--- config.mk ---
export PLATFORM = sky130hd
export DESIGN_NAME = fetch_unit_flat
export DESIGN_NICKNAME = d
export VERILOG_FILES = /design/src/rtl/fetch_unit_if.sv /design/src/rtl/fetch_unit.sv /design/src/flat_wrapper.sv
export SDC_FILE = /design/constraint.sdc
export NUM_CORES = 1
export LEC_CHECK = 0
export BUFFER_PORTS_ARGS = -buffer_cell sky130_fd_sc_hd__buf_2
export CAP_MARGIN = 15
export CELL_PAD_IN_SITES_DETAIL_PLACEMENT = 1
export CELL_PAD_IN_SITES_GLOBAL_PLACEMENT = 1
export CORE_MARGIN = 10
export CORE_UTILIZATION = 32
export CTS_CLUSTER_SIZE = 25
export DETAILED_ROUTE_END_ITERATION = 8
export PLACE_DENSITY_LB_ADDON = 0.1
export SLEW_MARGIN = 10
export SYNTH_ARGS = -nofsm -noshare
export SYNTH_HDL_FRONTEND = slang
export SYNTH_SLANG_ARGS = --single-unit
--- constraint.sdc ---
create_clock -name clk -period 1.7 [get_ports clk]
set_input_delay 0.085 -clock clk [delete_from_list [all_inputs] [get_ports clk]]
set_output_delay 0.085 -clock clk [all_outputs]
set_load 0.01 [all_outputs]
--- src/rtl/fetch_unit_if.sv ---
// Bus between the fetch stage and its surroundings: instruction memory port,
// pipeline control from decode and the IF/ID register contents.
interface fetch_unit_if;
  logic        stall;
  logic        redirect_valid;
  logic [31:0] redirect_target;
  logic        flush;
  logic [31:0] imem_addr;
  logic [31:0] imem_instr;
  logic        ifid_valid;
  logic [31:0] ifid_instr;
  logic [31:0] ifid_pc;
  logic [31:0] ifid_pc_plus4;
  logic        halted;

  modport master (
    input  stall, redirect_valid, redirect_target, flush, imem_instr,
    output imem_addr, ifid_valid, ifid_instr, ifid_pc, ifid_pc_plus4, halted
  );

  modport slave (
    output stall, redirect_valid, redirect_target, flush, imem_instr,
    input  imem_addr, ifid_valid, ifid_instr, ifid_pc, ifid_pc_plus4, halted
  );
endinterface

--- src/rtl/fetch_unit.sv ---
// Instruction-fetch stage: owns the PC, fetches from combinational imem into IF/ID.
// Optional macro BRANCH_DELAY_SLOT_EN keeps the slot after a taken redirect instead of squashing it.
module fetch_unit #(
  parameter logic [31:0] RESET_PC   = 32'h0000_0000,
  parameter logic [31:0] EXC_VECTOR = 32'h0000_0180,
  parameter logic [31:0] HALT_WORD  = 32'hFFFF_FFFF
) (
  input  logic       clk,
  input  logic       reset,
  fetch_unit_if.master bus
);

  typedef enum logic [0:0] {
    ST_RUN  = 1'b0,
    ST_HALT = 1'b1
  } state_e;

  state_e      state_q, state_d;
  logic [31:0] pc_q, pc_d;
  logic        valid_q, valid_d;
  logic [31:0] instr_q, instr_d;
  logic [31:0] ipc_q, ipc_d;
  logic [31:0] ipc4_q, ipc4_d;
  logic        halted_q, halted_d;

  logic [31:0] pc_plus4_s;
  logic [31:0] target_s;
  logic [31:0] exc_pc_s;
  logic        is_halt_s;

  assign pc_plus4_s = pc_q + 32'd4;
  assign target_s   = {bus.redirect_target[31:2], 2'b00};
  assign exc_pc_s   = {EXC_VECTOR[31:2], 2'b00};
  assign is_halt_s  = (bus.imem_instr == HALT_WORD);

  // Next-state: flush beats stall beats redirect beats sequential fetch.
  always_comb begin
    state_d  = state_q;
    pc_d     = pc_q;
    valid_d  = valid_q;
    instr_d  = instr_q;
    ipc_d    = ipc_q;
    ipc4_d   = ipc4_q;
    halted_d = halted_q;
    case (state_q)
      ST_RUN: begin
        halted_d = 1'b0;
        if (bus.flush) begin
          pc_d    = exc_pc_s;
          valid_d = 1'b0;
          instr_d = 32'h0000_0000;
        end else if (bus.stall) begin
          state_d = ST_RUN;
        end else begin
          ipc_d  = pc_q;
          ipc4_d = pc_plus4_s;
`ifdef BRANCH_DELAY_SLOT_EN
          instr_d = bus.imem_instr;
          valid_d = 1'b1;
          if (is_halt_s) begin
            state_d = ST_HALT;
          end else if (bus.redirect_valid) begin
            pc_d = target_s;
          end else begin
            pc_d = pc_plus4_s;
          end
`else
          // A squashed slot never reaches decode, so it cannot halt either.
          if (bus.redirect_valid) begin
            valid_d = 1'b0;
            instr_d = 32'h0000_0000;
            pc_d    = target_s;
          end else begin
            instr_d = bus.imem_instr;
            valid_d = 1'b1;
            if (is_halt_s) begin
              state_d = ST_HALT;
            end else begin
              pc_d = pc_plus4_s;
            end
          end
`endif
        end
      end
      ST_HALT: begin
        halted_d = 1'b1;
        if (bus.flush) begin
          pc_d     = exc_pc_s;
          valid_d  = 1'b0;
          instr_d  = 32'h0000_0000;
          halted_d = 1'b0;
          state_d  = ST_RUN;
        end else if (bus.stall) begin
          state_d = ST_HALT;
        end else begin
          valid_d = 1'b0;
          instr_d = 32'h0000_0000;
        end
      end
      default: begin
        state_d  = ST_RUN;
        pc_d     = RESET_PC;
        valid_d  = 1'b0;
        instr_d  = 32'h0000_0000;
        halted_d = 1'b0;
      end
    endcase
  end

  // State and IF/ID register update with synchronous reset.
  always_ff @(posedge clk) begin
    if (reset) begin
      state_q  <= ST_RUN;
      pc_q     <= RESET_PC;
      valid_q  <= 1'b0;
      instr_q  <= 32'h0000_0000;
      ipc_q    <= 32'h0000_0000;
      ipc4_q   <= 32'h0000_0000;
      halted_q <= 1'b0;
    end else begin
      state_q  <= state_d;
      pc_q     <= pc_d;
      valid_q  <= valid_d;
      instr_q  <= instr_d;
      ipc_q    <= ipc_d;
      ipc4_q   <= ipc4_d;
      halted_q <= halted_d;
    end
  end

  assign bus.imem_addr     = pc_q;
  assign bus.ifid_valid    = valid_q;
  assign bus.ifid_instr    = instr_q;
  assign bus.ifid_pc       = ipc_q;
  assign bus.ifid_pc_plus4 = ipc4_q;
  assign bus.halted        = halted_q;

endmodule
--- src/flat_wrapper.sv ---
// flat-port wrapper written by rule: the top's interface ports become plain ports
module fetch_unit_flat 
#(
  parameter logic [31:0] RESET_PC   = 32'h0000_0000,
  parameter logic [31:0] EXC_VECTOR = 32'h0000_0180,
  parameter logic [31:0] HALT_WORD  = 32'hFFFF_FFFF
)
  (clk, reset, bus_stall, bus_redirect_valid, bus_redirect_target, bus_flush, bus_imem_instr, bus_imem_addr, bus_ifid_valid, bus_ifid_instr, bus_ifid_pc, bus_ifid_pc_plus4, bus_halted);
  fetch_unit_if bus_i ();
  input  logic clk;
  input  logic reset;
  input wire logic [$bits(bus_i.stall)-1:0] bus_stall;
  input wire logic [$bits(bus_i.redirect_valid)-1:0] bus_redirect_valid;
  input wire logic [$bits(bus_i.redirect_target)-1:0] bus_redirect_target;
  input wire logic [$bits(bus_i.flush)-1:0] bus_flush;
  input wire logic [$bits(bus_i.imem_instr)-1:0] bus_imem_instr;
  output wire logic [$bits(bus_i.imem_addr)-1:0] bus_imem_addr;
  output wire logic [$bits(bus_i.ifid_valid)-1:0] bus_ifid_valid;
  output wire logic [$bits(bus_i.ifid_instr)-1:0] bus_ifid_instr;
  output wire logic [$bits(bus_i.ifid_pc)-1:0] bus_ifid_pc;
  output wire logic [$bits(bus_i.ifid_pc_plus4)-1:0] bus_ifid_pc_plus4;
  output wire logic [$bits(bus_i.halted)-1:0] bus_halted;
  assign bus_i.stall = bus_stall;
  assign bus_i.redirect_valid = bus_redirect_valid;
  assign bus_i.redirect_target = bus_redirect_target;
  assign bus_i.flush = bus_flush;
  assign bus_i.imem_instr = bus_imem_instr;
  assign bus_imem_addr = bus_i.imem_addr;
  assign bus_ifid_valid = bus_i.ifid_valid;
  assign bus_ifid_instr = bus_i.ifid_instr;
  assign bus_ifid_pc = bus_i.ifid_pc;
  assign bus_ifid_pc_plus4 = bus_i.ifid_pc_plus4;
  assign bus_halted = bus_i.halted;
  fetch_unit #(.RESET_PC(RESET_PC), .EXC_VECTOR(EXC_VECTOR), .HALT_WORD(HALT_WORD)) u_core (.clk(clk), .reset(reset), .bus(bus_i));
endmodule
# Word-level counts from Yosys, hierarchy flattened
# Index checks and enable logic that the tools add are counted.
[totals]
wordCells = 44
latchBits = 0
register_bits = 131
ramBits = 0
in_bits = 69
romBits = 0
memories = 0
[op_classes]
eq_ne = 5
n_div = 0
n_addsub = 1
n_mul = 0
order_cmp = 0
bitwise_logic = 3
shift = 0
reduce_logical = 3
n_mux = 25
[op_table]
columns = ["op", "count"]
rows = [
  ["2-to-1 mux 32 bit", 10],
  ["case mux 32 bit (2 select lines)", 2],
  ["adder 32 x 3 -> 32 bit (second input constant)", 1],
  ["== test 32 bit (second input constant)", 1],
  ["2-to-1 mux 1 bit", 10],
  ["!= test 3 bit (second input constant)", 2],
  ["case mux 1 bit (2 select lines)", 3],
  ["AND reduction 3 bit", 2],
  ["!= test 4 bit (second input constant)", 1],
  ["inverter 1 bit", 3],
  ["!= test 2 bit (second input constant)", 1],
  ["AND reduction 2 bit", 1],
]

# Depth between registers and ports, before layout
# Gate-level depths: netlist of run 1.
[depth]
depth_word = 6
mapped_depth = 7

# Worst setup path before layout of run 1
# OpenSTA, ideal clock, no wires.
[synth_timing]
kind = "register -> register"
from = "register u_core.pc_q[2] (netlist: u_core.bus.imem_addr[2])"
to = "register u_core.pc_q[26] (netlist: u_core.bus.imem_addr[26])"
arrival_time_ns = 1.772
path_slack_ns = -0.196
t_required_ns = 1.576
synth_period_minus_slack_ns = 1.896
path_buffers = 0
stages_incl_launch_ff = 7
cell_sequence = "dfxtp_1 > ha_1 > and3_1 > nand3_2 > or4_1 > a31oi_1 > o22ai_1"
[synth_between]
elab_chain_len = 6
[synth_rtl]
columns = ["item", "line_no", "text"]
rows = [
  ["from (decl)", "fetch_unit.sv:19", "logic [31:0] pc_q, pc_d;"],
  ["from (signal assigned)", "fetch_unit.sv:122", "pc_q <= pc_d;"],
  ["adder 32 x 3 -> 32 bit", "fetch_unit.sv:31", "assign pc_plus4_s = pc_q + 32'd4;"],
  ["2-to-1 mux 32 bit", "fetch_unit.sv:76", "if (is_halt_s) begin"],
  ["2-to-1 mux 32 bit", "fetch_unit.sv:69", "if (bus.redirect_valid) begin"],
  ["2-to-1 mux 32 bit", "fetch_unit.sv:52", "end else if (bus.stall) begin"],
  ["2-to-1 mux 32 bit", "fetch_unit.sv:48", "if (bus.flush) begin"],
  ["case mux 32 bit (2 select lines)", "fetch_unit.sv:45", "case (state_q)"],
]
# No other way between the ends. The select of a mux whose other input is x is not followed.
# A chain may end at the register's enable or synchronous reset.

# Final worst setup path of run 1
[layout_timing]
from = "register u_core.pc_q[3] (netlist: u_core.bus.imem_addr[3])"
to = "register u_core.pc_q[26] (netlist: u_core.bus.imem_addr[26])"
# The elaborated chain is that of the path after synthesis.

==> results of run 1 <==
-- per-stage QoR --
step                      std cells  setup slack (ns)  total power [W]  TNS, ns
after global routing           1228            -0.121          0.00828   -0.978
after floorplan                 700          0.000309          0.00355        0
after CTS                      1208           -0.0385          0.00794  -0.0708
after global placement         1131           -0.0273          0.00392   -0.144
after detailed placement       1132            -0.118          0.00395   -0.912
final                          1228           -0.0959          0.00797   -0.220
-- worst register-to-register path, cell delays in order (launching register included) --
cell and delay, ns:
sky130_fd_sc_hd__dfxtp_4 0.38, sky130_fd_sc_hd__ha_4 0.15, sky130_fd_sc_hd__and3_4 0.20, sky130_fd_sc_hd__nand3_4 0.10
sky130_fd_sc_hd__or4_4 0.55, sky130_fd_sc_hd__a31oi_4 0.19, sky130_fd_sc_hd__o22ai_1 0.10
-- cell usage in the layout, fill, tap and decap left out, drive strengths merged, types with 10 or more instances in the layout --
master | Yosys | layout
buf | 35 | 290
dfxtp | 125 | 125
nand2 | 100 | 100
nor2 | 67 | 67
a21oi | 53 | 53
dlygate4sd3 | 0 | 41
a22oi | 36 | 36
o21ai | 28 | 28
nand4 | 27 | 27
clkbuf | 29 | 24
nand3 | 21 | 21
nor3 | 19 | 19
a31oi | 18 | 18
inv | 13 | 13
nor4 | 12 | 12
o31a | 10 | 10
xnor2 | 10 | 10
o221ai | 10 | 10
-- registers in the layout, indices dropped and copies added (netlist names) --
register,flops
u_core.bus.imem_addr,30
u_core.bus.ifid_instr,32
u_core.state_q,1
u_core.bus.ifid_valid,1
u_core.bus.ifid_pc,30
u_core.bus.halted,1
u_core.bus.ifid_pc_plus4,30
-- power by group --
| group | switching [W] | leakage, nW | total [W] | internal (W) |
|---|---|---|---|---|
| logic | 0.000541 | 2.53 | 0.000987 | 0.000446 |
| clock network | 0.00138 | 0.298 | 0.00390 | 0.00251 |
| registers | 0.0000648 | 1.02 | 0.00309 | 0.00302 |
| total | 0.00199 | 3.85 | 0.00797 | 0.00598 |
-- metal layers --
| layer | GRT usage [%] | vias to the layer above |
|---|---|---|
| met3 | 6.30 | 39 |
| met2 | 32.1 | 212 |
| met1 | 22.7 | 3173 |
| met4 | 6.84 | 4 |
| li1 | - | 3089 |
| met5 | 0 | - |
-- kinds of logic (layout without fill, tap and decap cells) --
logic type / Yosys count / after routing
compound gates: 187 / 187
buf+inv: 77 / 380
simple gates: 286 / 286
xor+xnor: 16 / 16
flops: 125 / 125
other cells: 1 / 6
fa+ha+maj: 1 / 1
mux: 2 / 2
-- final timing paths --
path | from | end | slack (ns)
max | u_core.bus.imem_addr[3] | u_core.bus.imem_addr[26] | -0.1
min | bus_redirect_target[29] | u_core.bus.imem_addr[29] | 0.03
max reg2reg | u_core.bus.imem_addr[3] | u_core.bus.imem_addr[26] | -0.1
min reg2reg | u_core.bus.ifid_pc[7] | u_core.bus.ifid_pc[7] | 0.45
-- what timing repair did --
item                                    4_1_cts  5_1_grt
hold buffers                                 42        0
endpoints found under the setup margin       30       75
buffers inserted                              3       17
pin swaps                                    11       36
endpoints found under the hold margin        42        0
gates resized for setup                      16       69
gates cloned                                  0        7
-- cell type report --
cell class	count	share of cell area (%)
Clock inverter	11	1.83
Tap cell	225	3.09
Inverter	13	0.536
Multi-Input combinational cell	498	35.6
Clock buffer	20	5.02
Sequential cell	125	27.7
Timing Repair Buffer	336	26.2
==> results, run 1 <==
- The run finished, with violations left.
- The checks that failed: setup timing.
- The commonest register cell after synthesis is sky130_fd_sc_hd__dfxtp_1.
- Data on the critical path arrives at its endpoint at 2.10 ns.
- The area inside the core boundary is 17,400 um2.
- The total overflow reported by the global router is 0.
- The highest layer touched by signal routing is met5.
- By area, the combinational part of the netlist is dominated by simple AND/OR/NAND/NOR gates.
- In the routed design, unresolved DRC markers number 0.
- The signal on the critical path passes through ha_4, and3_4, nand3_4, or4_4, a31oi_4, o22ai_1.
- The worst-case vdd ir drop is 726 uV.
- The flop and latch count out of synthesis is 125.
- The delay of the slowest cell on the worst path is 0.55 ns.
- In the synthesized netlist the async set-or-reset flop fraction comes to 0%.
- In this run the worst hold path is classified as input port to register.
- Summing all non-filler instances in the final layout gives an area of 9100 um2.
- The met3 wire length is 1790 um.
- Measured in cells, the most critical reg-to-reg path has a length of 6.
- The critical path runs through a total of 6 cells.
- The total via count in the routed design is 6,517.
- The clock network latency to the later pin of the worst-skew pair is 0.42 ns.
- Of the total synthesized cell area, the portion taken by XOR and XNOR cells is 2.46%.
- The routed design has 25,400 um of wire.
- TritonCTS created 17 clock buffers.
- The worst hold-check slack is 0.0328 ns.
- The power per standard cell area is 876 nW/um2.
- In the post-synthesis netlist, the cell with the most instances is sky130_fd_sc_hd__dfxtp_1.
- In the final design database the tool counted 1,061 nets.
- During I/O placement, the number of pins put on the boundary was 199.
- The reported max-cap violation count is 0.
- The longest clock path from root to sink contains 2 buffers.
- The H-tree depth is 4.
- Fill cells in the final layout number 2,080.
- The post-synthesis share of cell area spent on full adders, half adders and majority gates is 0.219%.
- Of the synthesized area, sequential elements account for 43.9%.
- After floorplanning, the core was divided into 48 placement rows.
- Ranked by total cell area, the synthesized netlist is headed by sky130_fd_sc_hd__dfxtp_1 (44%), sky130_fd_sc_hd__nand2_1 (6.5%), sky130_fd_sc_hd__a22oi_1 (4.7%).
- The count of TritonRoute iterations in the first routing pass is 4.
- For the pin with the worst max-slew slack, the measured transition is 0.818 ns.
- The part of the cycle the worst path needs is 106%.
- Compared with the post-synthesis result, the final layout area differs by 59.5%.
- The critical path in this run is classified as register to register.
- The synthesized netlist devotes 21.4% of its cell area to compound gates.
- Entering global routing, the biggest net connects 36 pins.
- The smallest clock period supported by the final layout is computed as 1.80 ns.
- The via count of the first global-routing pass was 6,837.
- Wire segments on met2 add up to 12,200 um in the final route.
- After synthesis, the largest area contributor takes up 43.9% of total cell area.
- Setup repair after global routing could not meet its margin everywhere.
- Global routing consumed, over all layers together, 19.3% of the routing resources.
- The tightest slew margin relative to the limit is 45.2%.
- Timing would allow up to 557 MHz.
- The mapped netlist covers 5710 um2.
- The floorplan die height is 154 um.
- The total leakage power is 3.85 nW.
- The post-placement cell area is 7400 um2.
- The detailed-routing wirelength on met1 is 10,800 um.
- The wire length per cell is 20.7 um.
- The average instance in the mapped netlist occupies 8.21 um2.
- Data on the critical path is required at its endpoint by 2.00 ns.
- The initial core utilization is 32.8%.
- The number of clock sinks is 125.
- The total inserted antenna cells is 0.
- Measured against the total synthesized area, the mux share comes to 0.351%.
- Across the routed clock network, the largest skew measured is 0.00761 ns.
- The register area is 2520 um2.
- The number of nets with antenna violations after routing is 0.
- The number of pins with negative max-slew slack in the final report was 0.
- The kind of start point of the critical path is a register.
- STA classifies the critical path endpoint as a register.
- The final core area utilization is 52.2%.
- The highest fanout seen on the critical path is 4.
- The count of input and output buffers is 190.
- Clock-pin slew was measured on the worst setup and hold paths at 0.06 ns.
- The cell with the largest stage delay on the worst path is sky130_fd_sc_hd__or4_4.
- The final count of hold timing violations came to 0.
- Broken down by cell family, the worst path's largest delay share belongs to simple AND/OR/NAND/NOR gates.
- The fraction of final layout cells sized beyond drive strength 1 is 40.3%.
- The first global-routing pass estimated 37,200 um of wire.
- Summed over all nets, the half-perimeter wirelength after detailed placement is 17,500 um.
- The area used by multi-input combinational logic is 3240 um2.
- The vias per cell is 5.31.
- The die covers 23,600 um2.
- The library cell with the largest summed area after synthesis is sky130_fd_sc_hd__dfxtp_1.
- The number of cells produced by synthesis is 695.
- The number of flops mapped to enable cells by yosys is 0.
- The synthesized netlist devotes 25.5% of its cell area to simple gates.
- The cell sitting at the root of the clock tree is a sky130_fd_sc_hd__clkbuf_16.
- The final number of setup-violating endpoints is 8.
- The number of antenna violations at the first check in global routing is 3.
- The detailed router finished its first iteration with 300 violations.
- After synthesis, the most frequently instantiated cells are sky130_fd_sc_hd__dfxtp_1 (125), sky130_fd_sc_hd__nand2_1 (99), sky130_fd_sc_hd__nor2_1 (67), sky130_fd_sc_hd__a21oi_1 (53), sky130_fd_sc_hd__a22oi_1 (36).
- The warning count from the yosys run is 0.
- The worst hold path passes through 3 cells.
- The synthesized netlist contains 61 unique library cells.
- The clock tree from TritonCTS is built.
- The last weighted congestion value of the routability-driven placer is 0.830.
- The critical path contains buffers and inverters numbering 0 combined.
- Once routing completed, OpenROAD measured the worst setup slack at -0.0959 ns.
- Measured along the x axis, the die boundary spans 154 um.
No activity file was read; power rests on OpenSTA's default activity.
==> run 2: changes to the inputs <==
--- a/config.mk
+++ b/config.mk
@@ -11,10 +11,11 @@
 export CELL_PAD_IN_SITES_GLOBAL_PLACEMENT = 1
 export CORE_MARGIN = 10
 export CORE_UTILIZATION = 32
+export CTS_BUF_LIST = sky130_fd_sc_hd__clkbuf_4 sky130_fd_sc_hd__clkbuf_8 sky130_fd_sc_hd__clkbuf_16
 export CTS_CLUSTER_SIZE = 25
 export DETAILED_ROUTE_END_ITERATION = 8
 export PLACE_DENSITY_LB_ADDON = 0.1
-export SLEW_MARGIN = 10
+export SLEW_MARGIN = 5
 export SYNTH_ARGS = -nofsm -noshare
 export SYNTH_HDL_FRONTEND = slang
 export SYNTH_SLANG_ARGS = --single-unit
==> run 2 against run 1 <==
- the run still ends with setup timing left
- count of clock-buffer cells in the layout is the same
- sequential share of layout area hardly changed
- first-iteration DRC count down 9.0%
- clock power about the same
- via count grew 0.44%
- non-clock buffer count stayed put
- sequential power about the same
- global-route usage unchanged
- cell area hardly changed
- routed wire length is 0.15% higher
- total power up 0.32%
- cell count unchanged
- critical path type unchanged
- largest cell class unchanged
- largest power group unchanged
==> results, run 2 (synthesis gave the netlist of run 1 again) <==
- The number of flip-flops in the largest register was 32 (unchanged).
- The total negative slack for setup checks was -0.263 ns (was -0.220 ns).
- The highest attainable clock frequency is 555 MHz (was 557 MHz).
- The arrival time at the worst endpoint is 2.10 ns (about the same).
- The cell chosen for the clock root is sky130_fd_sc_hd__clkbuf_16 (unchanged).
- The launching element of the worst setup path is u_core.bus.imem_addr[3] (unchanged).
- The number of nets with antenna violations after routing is 0 (unchanged).
- The final number of setup-violating endpoints was 6 (was 8).
- The launch point of the worst reg-to-reg path is u_core.bus.imem_addr[3] (unchanged).
- The number of top-level pins is 199 (unchanged).
- The total overflow reported by the global router is 0 (unchanged).
- The count of input and output buffers is 190 (unchanged).
- The H-tree depth is 4 (unchanged).
- The wire length of the first global-routing pass is 37,200 um (unchanged).
- The class of the most critical setup path is register to register (unchanged).
- The area added between synthesis and finish is 59.6% (was 59.5%).
- The setup clock skew after layout is 0.00758 ns (was 0.00761 ns).
- The register area was 2520 um2 (unchanged).
- The part of the cycle the worst path needs came to 106% (about the same).
- The count of unresolved DRC violations after routing is 0 (unchanged).
- The total of fill cells in the finished design was 2,074 (was 2,080).
- The highest fanout seen on the critical path is 4 (unchanged).
- The fraction of final layout cells sized beyond drive strength 1 was 40.4% (was 40.3%).
- The total via count in the routed design is 6,546 (was 6,517).
- The kind of start point of the critical path was a register (unchanged).
- The number of buffers between clock root and the deepest sink came to 2 (unchanged).
- The power per standard cell area is 879 nW/um2 (was 876 nW/um2).
- The width of the chip is 154 um (unchanged).
- The filler-free cell count of the finished design came to 1,228 (unchanged).
- The number of clock sinks is 125 (unchanged).
- The worst-case vdd ir drop is 738 uV (was 726 uV).
- The clock period minus worst slack was 1.80 ns (about the same).
- The number of core rows came to 48 (unchanged).
- The clock buffer count from CTS is 17 (unchanged).
- The total detailed-routing wirelength is 25,400 um (about the same).
- The setup slack after placement is -0.118 ns (unchanged).
- The clock network latency to the later pin of the worst-skew pair is 0.43 ns (was 0.42 ns).
- The last weighted congestion value of the routability-driven placer is 0.830 (unchanged).
- The total half-perimeter wirelength after legalization and detailed placement came to 17,500 um (unchanged).
- The area used by multi-input combinational logic was 3240 um2 (unchanged).
- The floorplan die height came to 154 um (unchanged).
- The beginning of the worst hold path is bus_redirect_target[27] (was bus_redirect_target[29]).
- The total leakage power is 3.86 nW (was 3.85 nW).
- The clock tree from TritonCTS is built (unchanged).
- The cell count after placement is 1,132 (unchanged).
- The wire length per cell was 20.7 um (about the same).
- The full die area is 23,600 um2 (unchanged).
- The reported max-cap violation count is 0 (unchanged).
- The global-route usage over all layers came to 19.3% (unchanged).
- The number of pins with negative max-slew slack in the final report is 0 (unchanged).
- The path type of the worst min-delay path is input port to register (unchanged).
- The number of antenna violations at the first check in global routing is 3 (unchanged).
- The initial core utilization is 32.8% (unchanged).
- The area inside the core boundary is 17,400 um2 (unchanged).
- The slew at the pin with the worst max-slew slack is 0.827 ns (was 0.818 ns).
- Run status: complete, but fails checks (unchanged).
- The count of TritonRoute iterations in the first routing pass was 4 (unchanged).
- Top library cells by usage in the layout, fill and taps aside: sky130_fd_sc_hd__buf_2 (188), sky130_fd_sc_hd__dfxtp_1 (115), sky130_fd_sc_hd__nand2_1 (97) (unchanged).
- The total inserted antenna cells is 0 (unchanged).
- The clock-pin slew on the worst setup and hold paths is 0.06 ns (about the same).
- The via count of the first global-routing pass is 6,837 (unchanged).
- Setup repair after global routing missed its margin: true (unchanged).
- The most frequent standard cell in the layout excluding fill and tap cells is sky130_fd_sc_hd__buf_2 (unchanged).
- The final net count is 1,061 (unchanged).
- The post-layout worst setup margin was -0.101 ns (was -0.0959 ns).
- The number of violations reported at the end of detailed-routing iteration 0 is 273 (was 300).
- The required time at the worst-slack endpoint was 2.00 ns (about the same).
- The tightest slew margin relative to the limit is 44.6% (was 45.2%).
- The final core area utilization is 52.3% (was 52.2%).
- The final count of hold timing violations is 0 (unchanged).
- The maximum number of pins on one net before global-route repair is 36 (unchanged).
- The nature of the critical path endpoint is a register (unchanged).
- The overall power of the completed layout is 0.00800 W (was 0.00797 W).
- Violations in the final reports: setup timing (unchanged).
- The vias per cell is 5.33 (was 5.31).
[run 2: final timing paths]
| path | endpoint | slack, ns | cells after the start |
|---|---|---|---|
| setup / recovery | u_core.bus.imem_addr[26] | -0.10 | 6 |
| hold / removal | u_core.bus.imem_addr[27] | 0.03 | 3 |
| hold reg to reg | u_core.bus.ifid_pc[7] | 0.45 | 2 |
| setup reg to reg | u_core.bus.imem_addr[26] | -0.10 | 6 |
[run 2: worst max-delay path, cell delays in order (launching register included)]
cell and delay (ns):
sky130_fd_sc_hd__dfxtp_4 0.38, sky130_fd_sc_hd__ha_4 0.15, sky130_fd_sc_hd__and3_4 0.20, sky130_fd_sc_hd__nand3_4 0.10, sky130_fd_sc_hd__or4_4 0.55, sky130_fd_sc_hd__a31oi_4 0.19
sky130_fd_sc_hd__o22ai_1 0.11
[run 2: repair_timing]
item | in CTS | in global routing
pin swaps | 11 | 36
setup endpoints to repair | 30 | 75
hold buffers | 42 | 0
buffers inserted | 3 | 17
endpoints found under the hold margin | 42 | 0
gates cloned | 0 | 7
gates resized for setup | 16 | 69
[run 2: area by class of cell]
type / count / share of cell area (%)
clock inverters: 11 / 1.83
repair buffers: 336 / 26.2
multi-input cells: 498 / 35.6
flip-flops and latches: 125 / 27.7
well taps: 225 / 3.09
inverters: 13 / 0.536
clock buffers: 20 / 5.06
[run 2: power breakdown]
part | total, W | leakage, nW | switching (W) | internal, W
combinational | 0.000987 | 2.53 | 0.000542 | 0.000446
clock | 0.00392 | 0.301 | 0.00139 | 0.00253
sequential | 0.00309 | 1.02 | 0.0000648 | 0.00302
[run 2: metal layers]
layer  wire [um]  vias to the layer above  global-route usage (%)
met2       12200                      212                    32.1
met4         567                        4                    6.84
met5          25                        -                       0
li1            -                     3089                       -
met3        1820                       40                    6.30
met1       10800                     3201                    22.7
[run 2: per-stage QoR]
| step | cell area (um2) | hold slack (ns) |
|---|---|---|
| floorplan | 5770 | 0.170 |
| global placement | 7390 | 0.350 |
| detailed placement | 7400 | 0.365 |
| CTS | 8530 | 0.00622 |
| global route | 9100 | 0.0397 |
| finish | 9100 | 0.0262 |
==> run 3: changes to the inputs <==
--- a/config.mk
+++ b/config.mk
@@ -5,16 +5,17 @@
 export SDC_FILE = /design/constraint.sdc
 export NUM_CORES = 1
 export LEC_CHECK = 0
-export BUFFER_PORTS_ARGS = -buffer_cell sky130_fd_sc_hd__buf_2
+export BUFFER_PORTS_ARGS = -buffer_cell sky130_fd_sc_hd__buf_4
 export CAP_MARGIN = 15
 export CELL_PAD_IN_SITES_DETAIL_PLACEMENT = 1
 export CELL_PAD_IN_SITES_GLOBAL_PLACEMENT = 1
+export CORE_ASPECT_RATIO = 0.6
 export CORE_MARGIN = 10
 export CORE_UTILIZATION = 32
 export CTS_BUF_LIST = sky130_fd_sc_hd__clkbuf_4 sky130_fd_sc_hd__clkbuf_8 sky130_fd_sc_hd__clkbuf_16
 export CTS_CLUSTER_SIZE = 25
 export DETAILED_ROUTE_END_ITERATION = 8
-export PLACE_DENSITY_LB_ADDON = 0.1
+export PLACE_DENSITY = 0.8
 export SLEW_MARGIN = 5
 export SYNTH_ARGS = -nofsm -noshare
 export SYNTH_HDL_FRONTEND = slang
==> run 3 against run 2 <==
- the run still ends with setup timing left
- count of clock-buffer cells in the layout is 2 lower
- routed wire length is 29% higher
- non-clock buffer count is 6 higher
- highest routed layer is now met4
- critical path depth is 3 higher
==> results, run 3 (synthesis gave the netlist of run 1 again) <==
- The part of the cycle the worst path needs is 112% (was 106%).
- The total of fill cells in the finished design is 1,989 (was 2,074).
- The wire length of the first global-routing pass is 40,900 um (was 37,200 um).
- The clock buffer count from CTS is 17 (unchanged).
- The cell with the largest stage delay on the worst path is sky130_fd_sc_hd__dlygate4sd3_1 (was sky130_fd_sc_hd__or4_4).
- The register area is 2540 um2 (was 2520 um2).
- The total leakage power is 4.01 nW (was 3.86 nW).
- The arrival time at the worst endpoint is 2.21 ns (was 2.10 ns).
- The last weighted congestion value of the routability-driven placer came to 0.856 (was 0.830).
- The beginning of the worst hold path was bus_redirect_target[19] (was bus_redirect_target[27]).
- The number of nets with antenna violations after routing was 0 (unchanged).
- The number of pins with negative max-slew slack in the final report came to 0 (unchanged).
- The total half-perimeter wirelength after legalization and detailed placement is 17,900 um (was 17,500 um).
- The kind of start point of the critical path is an input port (was register).
- Top library cells by usage in the layout, fill and taps aside: sky130_fd_sc_hd__buf_4 (259), sky130_fd_sc_hd__dfxtp_1 (109), sky130_fd_sc_hd__nand2_1 (97) (was sky130_fd_sc_hd__buf_2 (188), sky130_fd_sc_hd__dfxtp_1 (115), sky130_fd_sc_hd__nand2_1 (97)).
- The worst hold-check slack came to 0.0152 ns (was 0.0262 ns).
- Ordered cell list for the critical path: dlygate4sd3_1, buf_4, or2_4, buf_6, nor2_4, buf_6, buf_12, nand2_1, a21oi_1 (was ha_4, and3_4, nand3_4, or4_4, a31oi_4, o22ai_1).
- The maximum number of pins on one net before global-route repair is 57 (was 36).
- The count of unresolved DRC violations after routing is 0 (unchanged).
- The clock period minus worst slack is 1.90 ns (was 1.80 ns).
- The floorplan die height was 123 um (was 154 um).
- The H-tree depth is 4 (unchanged).
- The post-layout worst setup margin is -0.203 ns (was -0.101 ns).
- The fraction of final layout cells sized beyond drive strength 1 is 42.2% (was 40.4%).
- The area used by multi-input combinational logic is 3330 um2 (was 3240 um2).
- The setup clock skew after layout is 0.00858 ns (was 0.00758 ns).
- The clock network latency to the later pin of the worst-skew pair is 0.42 ns (was 0.43 ns).
- The number of violations reported at the end of detailed-routing iteration 0 came to 641 (was 273).
- The class of the most critical setup path was input port to register (was register to register).
- The initial core utilization is 33.0% (was 32.8%).
- The via count of the first global-routing pass is 7,104 (was 6,837).
- The cell chosen for the clock root is sky130_fd_sc_hd__clkbuf_16 (unchanged).
- The final core area utilization is 57.2% (was 52.3%).
- The wire length per cell came to 26.3 um (was 20.7 um).
- The delay of the slowest cell on the worst path came to 0.55 ns (about the same).
- The required time at the worst-slack endpoint is 2.01 ns (was 2.00 ns).
- The width of the chip was 192 um (was 154 um).
- The full die area is 23,700 um2 (was 23,600 um2).
- The count of buffer and inverter cells on the critical path is 5 (was 0).
- The tightest slew margin relative to the limit came to 51.4% (was 44.6%).
- Run status: complete, but fails checks (unchanged).
- The final count of hold timing violations is 0 (unchanged).
- The global-route usage over all layers was 22.1% (was 19.3%).
- The reported max-cap violation count came to 0 (unchanged).
- The final number of setup-violating endpoints is 51 (was 6).
- The clock-pin slew on the worst setup and hold paths is 0.06 ns (about the same).
- The count of input and output buffers is 190 (unchanged).
- The highest attainable clock frequency is 525 MHz (was 555 MHz).
- The number of antenna violations at the first check in global routing is 2 (was 3).
- The highest fanout seen on the critical path is 13 (was 4).
- The number of buffers between clock root and the deepest sink is 2 (unchanged).
- The slew at the pin with the worst max-slew slack is 0.729 ns (was 0.827 ns).
- The power per standard cell area is 854 nW/um2 (was 879 nW/um2).
- The total via count in the routed design is 7,205 (was 6,546).
- The clock tree from TritonCTS is built (unchanged).
- The nature of the critical path endpoint is a register (unchanged).
- The number of clock sinks is 125 (unchanged).
- Violations in the final reports: setup timing (unchanged).
- The number of core rows is 37 (was 48).
- The number of top-level pins was 199 (unchanged).
- The number of flip-flops in the largest register is 32 (unchanged).
- The cell with the most instances on the worst path is sky130_fd_sc_hd__buf_6.
- The cell family contributing the most delay on the critical path is buffers and inverters (was simple AND/OR/NAND/NOR gates).
- The launching element of the worst setup path is bus_flush (was u_core.bus.imem_addr[3]).
- The vias per cell is 5.79 (was 5.33).
- The total overflow reported by the global router is 0 (unchanged).
- The worst-case vdd ir drop is 537 uV (was 738 uV).
- The count of TritonRoute iterations in the first routing pass is 5 (was 4).
- The path type of the worst min-delay path was input port to register (unchanged).
- The most frequent standard cell in the layout excluding fill and tap cells was sky130_fd_sc_hd__buf_4 (was sky130_fd_sc_hd__buf_2).
- The total detailed-routing wirelength is 32,800 um (was 25,400 um).
- Setup repair after global routing missed its margin: true (unchanged).
- The launch point of the worst reg-to-reg path is u_core.state_q (was u_core.bus.imem_addr[3]).
- The area inside the core boundary is 17,300 um2 (was 17,400 um2).
- The final net count is 1,067 (was 1,061).
- The area added between synthesis and finish is 73.4% (was 59.6%).
## run 3: cell types whose count changed in the layout (fill, tap and decap cells not counted), moves of 3 or more
cell,change
sky130_fd_sc_hd__buf_4,+182
sky130_fd_sc_hd__dlygate4sd3_1,+3
sky130_fd_sc_hd__dfxtp_4,+7
sky130_fd_sc_hd__buf_2,-188
sky130_fd_sc_hd__a31oi_4,+3
sky130_fd_sc_hd__a31oi_2,+3
sky130_fd_sc_hd__nor3_1,-3
sky130_fd_sc_hd__dfxtp_1,-6
sky130_fd_sc_hd__a31oi_1,-6
sky130_fd_sc_hd__clkbuf_16,+3
sky130_fd_sc_hd__buf_12,+4
## run 3: final timing paths
| check | to | slack (ns) | cells past startpoint |
|---|---|---|---|
| worst max-delay path | u_core.bus.ifid_pc[2] | -0.20 | 9 |
| worst min-delay path | u_core.bus.imem_addr[19] | 0.02 | 3 |
| worst max register to register | u_core.bus.ifid_pc[2] | -0.19 | 7 |
| worst min register to register | u_core.bus.ifid_pc[12] | 0.46 | 2 |
## run 3: cell type report
| class | count | area share [%] |
|---|---|---|
| Timing Repair Buffer | 342 | 30.6 |
| Antenna cell | 2 | 0.0506 |
| Sequential cell | 125 | 25.7 |
| Clock inverter | 13 | 2.16 |
| Multi-Input combinational cell | 498 | 33.6 |
| Clock buffer | 18 | 4.44 |
| Inverter | 13 | 0.493 |
| Tap cell | 234 | 2.96 |
## run 3: layer usage
metal / up-vias / track usage [%] / share of wire (%)
li1: 3104 / - / -
met1: 3545 / 27.4 / 41
met2: 430 / 34.7 / 45
met3: 126 / 7.00 / 9.4
met4: 0 / 9.64 / 5.3
met5: - / 0 / 0
## run 3: worst register-to-register path, cell delays in order, from the launching register on
cell and delay (ns):
sky130_fd_sc_hd__dfxtp_4 0.36, sky130_fd_sc_hd__or2_4 0.29, sky130_fd_sc_hd__buf_6 0.14, sky130_fd_sc_hd__nor2_4 0.24, sky130_fd_sc_hd__buf_6 0.17, sky130_fd_sc_hd__buf_12 0.14, sky130_fd_sc_hd__nand2_1 0.14, sky130_fd_sc_hd__a21oi_1 0.31
## run 3: through the flow
stage | total power [W] | cell area (um2) | setup TNS (ns) | setup slack (ns) | instances
6_report | 0.00845 | 9900 | -3.30 | -0.203 | 1245
5_1_grt | 0.00868 | 9900 | -5.12 | -0.204 | 1245
4_1_cts | 0.00823 | 9170 | -0.156 | -0.0445 | 1220
3_5_place_dp | 0.00404 | 7900 | -2.07 | -0.169 | 1140
3_3_place_gp | 0.00402 | 7900 | -0.568 | -0.145 | 1140
2_1_floorplan | 0.00355 | 5770 | 0 | 0.000309 | 700
## run 3: where the power goes
| group | switching, W | internal [W] |
|---|---|---|
| combinational | 0.000649 | 0.000569 |
| sequential | 0.0000755 | 0.00302 |
| clock | 0.00150 | 0.00265 |
## run 3: what timing repair did
action                                  4_1_cts  5_1_grt
endpoints found under the setup margin       48       64
pin swaps                                    12       38
endpoints found under the hold margin        48        1
hold buffers                                 44        1
buffers inserted                              5       14
gates cloned                                  0        8
resized for setup                            30       91
